File: config.mk
export PLATFORM = sky130hd
export DESIGN_NAME = mem_loader
export DESIGN_NICKNAME = d
export VERILOG_FILES = /design/src/rtl/mem_loader_pkg.sv /design/src/rtl/mem_loader.sv
export SDC_FILE = /design/constraint.sdc
export NUM_CORES = 1
export LEC_CHECK = 0
export CAP_MARGIN = 20
export CORE_ASPECT_RATIO = 2
export CORE_MARGIN = 2
export CORE_UTILIZATION = 53
export CTS_CLUSTER_SIZE = 28
export DETAILED_ROUTE_END_ITERATION = 12
export PLACE_DENSITY_LB_ADDON = 0.25
export SLEW_MARGIN = 20
export SYNTH_ARGS = -nofsm -noshare
export SYNTH_HDL_FRONTEND = slang
export SYNTH_SLANG_ARGS = --single-unit
export TNS_END_PERCENT = 100
File: constraint.sdc
create_clock -name clk -period 3.4 [get_ports clk]
set_clock_uncertainty 0.05 [all_clocks]
set_input_delay 0.51 -clock clk [delete_from_list [all_inputs] [get_ports clk]]
set_output_delay 0.51 -clock clk [all_outputs]
set_load 0.01 [all_outputs]
File: src/rtl/mem_loader_pkg.sv
// mem_loader_pkg
//   Shared definitions for the byte-stream RAM loader: default RAM geometry
//   and the loader FSM state encoding.
package mem_loader_pkg;

    localparam int ADDR_W_DEF = 3;   // 8-word RAM
    localparam int DATA_W_DEF = 16;  // two bytes per word

    typedef enum logic [2:0] {
        IDLE  = 3'd0,
        LO    = 3'd1,
        HI    = 3'd2,
        SETUP = 3'd3,
        WRITE = 3'd4,
        DONE  = 3'd5
    } state_t;

endpackage

File: src/rtl/mem_loader.sv
// mem_loader
//   Assembles a little-endian byte stream into RAM words and writes a burst
//   of 'count' words starting at 'base_addr', wrapping around the RAM.
//   Each word takes LO -> HI -> SETUP -> WRITE, so address and data are held
//   stable for a full cycle before and during the write strobe.
//
// Ports
//   clk          rising-edge clock
//   reset        synchronous, active-high reset
//   start        one-cycle burst request (ignored unless idle)
//   base_addr    first RAM address, sampled on accepted start
//   count        words to load (1..2**ADDR_W), sampled on accepted start
//   byte_valid   source presents a byte on byte_data
//   byte_data    byte stream, low byte of each word first
//   byte_ready   loader takes a byte this cycle (LO/HI only)
//   ram_address  RAM write address
//   ram_in       RAM write data
//   ram_load     RAM write strobe
//   busy         burst in progress
//   done         one-cycle burst-complete pulse
//   err          one-cycle illegal-count pulse
module mem_loader
    import mem_loader_pkg::*;
#(
    parameter int ADDR_W = ADDR_W_DEF,
    parameter int DATA_W = DATA_W_DEF
) (
    input  logic              clk,
    input  logic              reset,
    input  logic              start,
    input  logic [ADDR_W-1:0] base_addr,
    input  logic [ADDR_W:0]   count,
    input  logic              byte_valid,
    input  logic [7:0]        byte_data,
    output logic              byte_ready,
    output logic [ADDR_W-1:0] ram_address,
    output logic [DATA_W-1:0] ram_in,
    output logic              ram_load,
    output logic              busy,
    output logic              done,
    output logic              err
);

    // Largest legal burst: one full pass over the RAM.
    localparam logic [ADDR_W:0] MAX_COUNT = {1'b1, {ADDR_W{1'b0}}};

    state_t            state;
    logic [ADDR_W-1:0] base_q;
    logic [ADDR_W:0]   count_q;
    logic [ADDR_W:0]   index;
    logic [7:0]        lo_q;

    // NOTE: every registered output is assigned for the state being entered,
    // not the state being left, so byte_ready/busy/done line up exactly with
    // the FSM state without any combinational decode on the outputs.
    always_ff @(posedge clk) begin
        if (reset) begin
            state       <= IDLE;
            base_q      <= '0;
            count_q     <= '0;
            index       <= '0;
            lo_q        <= '0;
            byte_ready  <= 1'b0;
            ram_address <= '0;
            ram_in      <= '0;
            ram_load    <= 1'b0;
            busy        <= 1'b0;
            done        <= 1'b0;
            err         <= 1'b0;
        end else begin
            // Pulse outputs default low; only the transitions below raise them.
            err      <= 1'b0;
            done     <= 1'b0;
            ram_load <= 1'b0;

            case (state)
                IDLE: begin
                    if (start) begin
                        if (count != '0 && count <= MAX_COUNT) begin
                            base_q     <= base_addr;
                            count_q    <= count;
                            index      <= '0;
                            state      <= LO;
                            byte_ready <= 1'b1;
                            busy       <= 1'b1;
                        end else begin
                            err <= 1'b1;
                        end
                    end
                end

                LO: begin
                    if (byte_valid && byte_ready) begin
                        lo_q  <= byte_data;
                        state <= HI;
                    end
                end

                HI: begin
                    // Address and data only ever change here, a full SETUP
                    // cycle ahead of the strobe.
                    if (byte_valid && byte_ready) begin
                        ram_in      <= DATA_W'({byte_data, lo_q});
                        ram_address <= base_q + index[ADDR_W-1:0];
                        byte_ready  <= 1'b0;
                        state       <= SETUP;
                    end
                end

                SETUP: begin
                    ram_load <= 1'b1;
                    state    <= WRITE;
                end

                WRITE: begin
                    index <= index + 1'b1;
                    if (index + 1'b1 < count_q) begin
                        byte_ready <= 1'b1;
                        state      <= LO;
                    end else begin
                        busy  <= 1'b0;
                        done  <= 1'b1;
                        state <= DONE;
                    end
                end

                DONE: begin
                    state <= IDLE;
                end

                default: begin
                    byte_ready <= 1'b0;
                    busy       <= 1'b0;
                    state      <= IDLE;
                end
            endcase
        end
    end

endmodule

==> results by group, run 1 <==
Floorplan
  • Die area: 4143 sq um
  • Core box area: 3530 sq um
  • Initial Utilization: 54.31%
  • Die height: 89.05 microns
  • Die W: 46.53 microns
  • Ports: 43
  • Row cnt: 31

Clocking
  • Register clock-pin slew on the reported worst setup and hold paths: 0.08 ns
  • CTS H-tree depth: 2
  • Clock Sinks: 46
  • Clk root buf: clkbuf_8
  • CTS-repair resized insts: 0
  • Cts bufs inserted: 5
  • CTS tree: done
  • Worst skew pair latency: 0.30 ns
  • Clock tree buffer depth: 2
  • Post-CTS Setup Inserts: 0
  • Post-CTS Hold Fix Bufs: 0

Yosys
  • Yosys top cell area share: 48.04%
  • Post-synth EDFFs: 0
  • Cell area after synthesis: 1917 sq um
  • Syn Nets: 240
  • Gate Count Post-Synth: 215
  • Top cells by area, synth: dfxtp_1, mux2i_1, nand2_1, a21oi_1, nor2_1
  • Post-synthesis register bit count: 46
  • Dominant cell type by area after synthesis: dfxtp_1
  • Synth Area per Inst: 8.916 sq um
  • Seq/Total Area, Yosys: 48.04%
  • Asr flop ratio synth: 0%
  • Top-count cell post-synth: dfxtp_1
  • Post-synthesis cell type count: 39
  • YS warnings: 0
  • Commonest cells in the netlist: dfxtp_1, nand2_1, a21oi_1, nor2_1, mux2i_1
  • Post-synth top flop: dfxtp_1

Timing
  • Worst-margin pin slew: 0.8490 ns
  • Final Setup Violations: 0
  • Max frequency: 454.4 MHz
  • RSZ-0062 raised after global routing: false
  • Worst hold margin: 0.4066 ns
  • Endpoints failing hold: 0
  • Minimum clock period: 2.201 ns
  • Worst slew margin: 42.88%
  • Max Slew Vio Count: 0
  • Period Utilization, post-route: 64.72%
  • Final TNS setup: 0 ns

Global routing
  • Overflow after GRT: 0
  • Largest net degree at the start of global routing: 28
  • Vias in the first global route: 1,425
  • First-pass GRT wire length: 6410 microns
  • Total track usage: 21.30%
  • Initial antenna violation count: 0

Worst hold path
  • HP Class: reg2reg
  • Hold Path Sink: ram_in[5]
  • Hold path cells: 2
  • Hold path start: ram_in[5]

Critical path
  • Slowest Stage Delay on Critical Path: 0.65 ns
  • CP endpoint kind: flop
  • R2r endpoint: state[2]
  • Crit-path cells: clkdlybuf4s50_1 -> o31a_1 -> nor4_4 -> mux2i_1 -> nor2_1
  • Reg2reg start: index[0]
  • Critical path class: in2reg
  • Worst EP arrival: 2.31 ns
  • R2r setup slk: 1.45 ns
  • Worst setup SP type: primary input
  • Crit-path max FO: 8
  • Crit-path slowest cell: nor4_4
  • Worst-case reg-to-reg path depth: 8
  • CP required: 3.51 ns

Outcome
  • Outcome: finished clean

Drt
  • Detailed-route DRC error count: 0
  • Via count: 1,624
  • Routed len/inst: 12.35 microns
  • Iter 0 DRT Violations: 25
  • DRT Pass-1 Iters: 4
  • Final ANT Viol Nets: 0
  • Routed vias/inst: 5.325
  • Final wirelength: 3766 microns

Pwr
  • Sw Ratio: 23.92%
  • PD cells: 397.1 nW/um^2
  • Flop pwr share: 57.1%
  • Pint: 0.0007428 W
  • NetSw: 0.0002336 W
  • Combinational group share of total power: 9.7%
  • LEAKAGE: 0.8477 nW
  • Worst vdd ir: 0.0003331 V
  • Clock power frac: 33.2%

Final layout
  • Layout cells sized above 1: 6.250%
  • Register area: 920.9 sq um
  • Fillers: 274
  • N_diodes: 0
  • Area of the multi-input gates: 932.1 sq um
  • Layout overhead on the synthesized area: 28.26%
  • # nets final: 280

Place
  • HPWL Detailed: 2787 microns
  • Final RePlAce weighted congestion: 0.8707
  • Buffers on Ports: 42

Job
  • Total of max-cap violations: 0
## cell usage in the layout (no fill, tap or decap), types with 2 or more instances in the layout
cell             count
dfxtp_1             46
clkdlybuf4s50_1     42
nand2_1             40
a21oi_1             25
nor2_1              24
mux2i_1             15
inv_1                6
ha_1                 5
clkbuf_8             5
nand2b_1             4
xnor2_1              3
a211oi_1             2
or2_2                2
o21bai_1             2
nor4_1               2
nor3b_1              2
o21ai_0              2
nor3_1               2
buf_4                2
## metal layers
| metal | part of all wire (%) | GRT usage (%) | wire length, microns | up-vias |
|---|---|---|---|---|
| met1 | 43 | 27.30 | 1612 | 740 |
| met3 | 6.3 | 5.859 | 237 | 12 |
| met4 | 3.4 | 12.73 | 128 | 0 |
| li1 | - | - | - | 816 |
| met2 | 47 | 31.06 | 1787 | 56 |
| met5 | 0 | 0 | 0 | - |
## cell type report
type | count | share of cell area, %
clock buffer | 6 | 2.952
sequential | 46 | 37.46
clock inverter | 2 | 0.5598
tap | 49 | 2.494
inverter | 6 | 0.9160
multi-input combinational | 152 | 37.91
timing repair buffer | 44 | 17.71
## power by group through the flow
stage,Sequential [W],Combinational (W),Clock [W]
2_1_floorplan,0.000570,0.0000536,0
3_5_place_dp,0.000570,0.0000945,0
5_1_grt,0.000559,0.000104,0.000351
4_1_cts,0.000558,0.0000950,0.000335
3_3_place_gp,0.000570,0.0000925,0
6_report,0.000558,0.0000948,0.000324
## worst max path at each step
stage | start | end | slack, ns | depth (start not counted)
global placement | count[0] | count_q[0] | 0.97 | 5
finish | count[0] | count_q[0] | 1.20 | 5
detailed placement | count[0] | count_q[0] | 0.89 | 5
CTS | count[0] | count_q[1] | 1.20 | 5
global route | count[0] | count_q[0] | 1.09 | 5
floorplan | count[0] | base_q[2] | 1.56 | 4
## stage by stage
| stage | area [sq um] | setup WS (ns) | total power [W] | std cells | util [%] |
|---|---|---|---|---|---|
| after global placement | 2372 | 0.9667 | 0.0006627 | 297 | 67.21 |
| after detailed placement | 2372 | 0.8887 | 0.0006648 | 297 | 67.21 |
| after CTS | 2459 | 1.201 | 0.0009871 | 305 | 69.66 |
| after floorplan | 1917 | 1.561 | 0.0006232 | 215 | - |
| final | 2459 | 1.199 | 0.0009763 | 305 | 69.66 |
| after global routing | 2459 | 1.087 | 0.001015 | 305 | 69.66 |
## cell families (layout without fill, tap and decap cells)
group,count (synthesis),in the layout,share of synthesized area (%)
DFF,46,46,48.04
buffers and inverters,17,58,3.590
AOI/OAI and AO/OA,42,42,13.32
xor gates and xnor gates,3,3,1.371
and+or+nand+nor,85,85,20.95
muxes,16,16,8.420
adders and majority gates,6,6,4.308
## worst max-delay path, delay by kind of cell
kind / cells / cell delay (ns)
AOI/OAI and AO/OA: 1 / 0.39
buffers and inverters: 1 / 0.45
muxes: 1 / 0.27
and+or+nand+nor: 2 / 0.70
## sequential cells by signal (all words and copies together) (netlist names)
register and flops:
base_q 3, busy 1, byte_ready 1, count_q 4
done 1, err 1, index 4, lo_q 8
ram_address 3, ram_in 16, ram_load 1, state 3
(Power assumes the default switching activity.)
==> run 2, diff against run 1 <==
- CORE_UTILIZATION: 53 -> 44
- clock period: 3.4 -> 1.9 ns (I/O delays scaled with it)
==> results by group, run 2 (synthesis gave the netlist of run 1 again) <==
Global routing
  • M2 GR Usage: 28.54% (-2.5 points)
  • Grt met1 use: 22.09% (-5.2 points)
  • Most Crowded Layer GR: met2
  • Overflow after GRT: 0 (unchanged)
  • Initial antenna violation count: 0 (unchanged)
  • Largest net degree at the start of global routing: 24 (-14%)
  • Met3 Use GR: 3.385% (-2.5 points)
  • First-pass GRT wire length: 6693 microns (+4.4%)
  • Vias in the first global route: 1,557 (+9.3%)
  • Total track usage: 17.43% (-3.9 points)

Final layout
  • Regs by FF count: ram_in (16), lo_q (8)
  • Post-route insts no fill: 324 (+6.2%)
  • Area of the multi-input gates: 938.4 sq um (+0.67%)
  • Final Util: 61.38% (-8.3 points)
  • Most common cell after layout, fill and taps aside: dfxtp_1
  • N_diodes: 0 (unchanged)
  • Layout overhead on the synthesized area: 36.23%
  • Largest register FFs: 16 (unchanged)
  • Largest register by flop count: ram_in
  • Layout cells sized above 1: 13.33% (+7.1 points)
  • # nets final: 294 (+5.0%)
  • Fillers: 391 (+43%)
  • Most frequent cells in the layout: dfxtp_1, clkdlybuf4s50_1, nand2_1
  • Register area: 924.6 sq um (+0.41%)

Drt
  • Detailed-route DRC error count: 0 (unchanged)
  • Final wirelength: 3933 microns (+4.4%)
  • Iter 0 DRT Violations: 16 (-36%)
  • Routed vias/inst: 5.009 (-5.9%)
  • Via count: 1,623 (-0.062%)
  • Routed len/inst: 12.14 microns (-1.7%)
  • Final ANT Viol Nets: 0 (unchanged)
  • DRT Pass-1 Iters: 4 (unchanged)

Timing
  • Final Setup Violations: 0 (unchanged)
  • Max Slew Vio Count: 0 (unchanged)
  • Minimum clock period: 1.774 ns
  • Worst slew margin: 62.12% (+19 points)
  • Endpoints failing hold: 0 (unchanged)
  • Worst Slack Setup Final: 0.1261 ns (-1.073 ns)
  • RSZ-0062 raised after global routing: false
  • Period Utilization, post-route: 93.36%
  • Worst-margin pin slew: 0.5675 ns (-0.2815 ns)
  • Max frequency: 563.7 MHz

Critical path
  • Reg2reg start: index[0]
  • Critical path class: reg2reg
  • R2r setup slk: 0.13 ns (-1.32 ns)
  • Worst-case reg-to-reg path depth: 8 (unchanged)
  • Worst setup SP type: flop
  • CP endpoint kind: flop
  • R2r endpoint: byte_ready
  • CP required: 2.04 ns (-1.47 ns)
  • Crit-path max FO: 3 (-5)
  • Worst EP arrival: 1.92 ns (-0.39 ns)

Place
  • Buffers on Ports: 42 (unchanged)
  • HPWL Detailed: 2936 microns (+5.4%)
  • Final RePlAce weighted congestion: 0.8086 (-7.1%)
  • Placed Cells: 316 (+6.4%)
  • Post-place setup slack: -0.1272 ns (-1.016 ns)

Clocking
  • CTS tree: done
  • Cts bufs inserted: 5 (unchanged)
  • Worst skew pair latency: 0.30 ns (about the same)
  • Register clock-pin slew on the reported worst setup and hold paths: 0.08 ns (about the same)
  • Clock Sinks: 46 (unchanged)
  • CTS H-tree depth: 2 (unchanged)
  • Clock tree buffer depth: 2 (unchanged)
  • Post-CTS Hold Fix Bufs: 0 (unchanged)
  • Clk root buf: clkbuf_8

Worst hold path
  • HP Class: reg2reg
  • Hold Path Sink: ram_in[0]
  • Hold path start: lo_q[0]
  • Hold path cells: 2 (unchanged)

Floorplan
  • Initial Utilization: 45.06% (-9.2 points)
  • Die height: 97.34 microns (+9.3%)
  • Die W: 50.67 microns (+8.9%)
  • Row cnt: 34 (+9.7%)
  • Ports: 43 (unchanged)
  • Die area: 4932 sq um (+19%)
  • Core box area: 4254 sq um (+21%)

Pwr
  • Total chip power: 0.001843 W (+89%)
  • PD cells: 705.8 nW/um^2 (+78%)
  • LEAKAGE: 0.9345 nW (+10%)
  • Worst vdd ir: 0.0006772 V (+100%)

Outcome
  • Outcome: finished clean

Job
  • Total of max-cap violations: 0 (unchanged)
-- run 2: what timing repair did --
item	4_1_cts	5_1_grt
buffers inserted	0	0
setup endpoints to repair	0	4
endpoints found under the hold margin	0	0
gates resized for setup	0	5
-- run 2: worst max-delay path: stages (launching register included) --
cell	delay, ns
dfxtp_2	0.35
ha_1	0.16
nand2b_1	0.12
nand2_1	0.06
ha_1	0.30
a21o_1	0.14
a21oi_2	0.07
and2_4	0.14
o311a_1	0.28
-- run 2: cell type report --
| cell class | instances | area share (%) |
|---|---|---|
| inverters | 6 | 0.8625 |
| well taps | 54 | 2.587 |
| clock inverters | 1 | 0.3354 |
| clock buffers | 7 | 3.690 |
| multi-input cells | 152 | 35.94 |
| repair buffers | 58 | 21.18 |
| flip-flops and latches | 46 | 35.41 |
-- run 2: report_power, final --
part | leakage [nW] | switching (W) | internal, W
registers | 0.374 | 0.0000158 | 0.000982
clock network | 0.0544 | 0.000323 | 0.000333
logic | 0.506 | 0.0000855 | 0.000103
total | 0.935 | 0.000424 | 0.00142
-- run 2: worst max path at each step --
stage / startpoint / endpoint / slack (ns)
after floorplan: index[0] / byte_ready / 0.18
after detailed placement: count[0] / index[0] / -0.13
after CTS: index[0] / byte_ready / 0.05
after global routing: index[0] / byte_ready / 0.03
after global placement: count[0] / index[0] / -0.08
final: index[0] / byte_ready / 0.13
-- run 2: stage by stage --
stage / instance area, sq um / hold slack, ns / TNS (ns)
2_1_floorplan: 1917 / 0.3710 / 0
3_3_place_gp: 2496 / 0.3864 / -0.5032
3_5_place_dp: 2496 / 0.3968 / -0.9426
4_1_cts: 2601 / 0.4110 / 0
5_1_grt: 2611 / 0.4310 / 0
6_report: 2611 / 0.4065 / 0
-- run 2: routing by layer --
metal | vias to the layer above | share of wire (%)
met5 | - | 0
met4 | 0 | 1.8
met3 | 6 | 3.6
met2 | 35 | 48
met1 | 741 | 46
li1 | 841 | -
==> run 3, diff against run 2 <==
- GPL_ROUTABILITY_DRIVEN: default -> 0
- SLEW_MARGIN: 20 -> 30
==> results of run 3 <==
Final layout, timing and power as in run 2 (identical DEF).
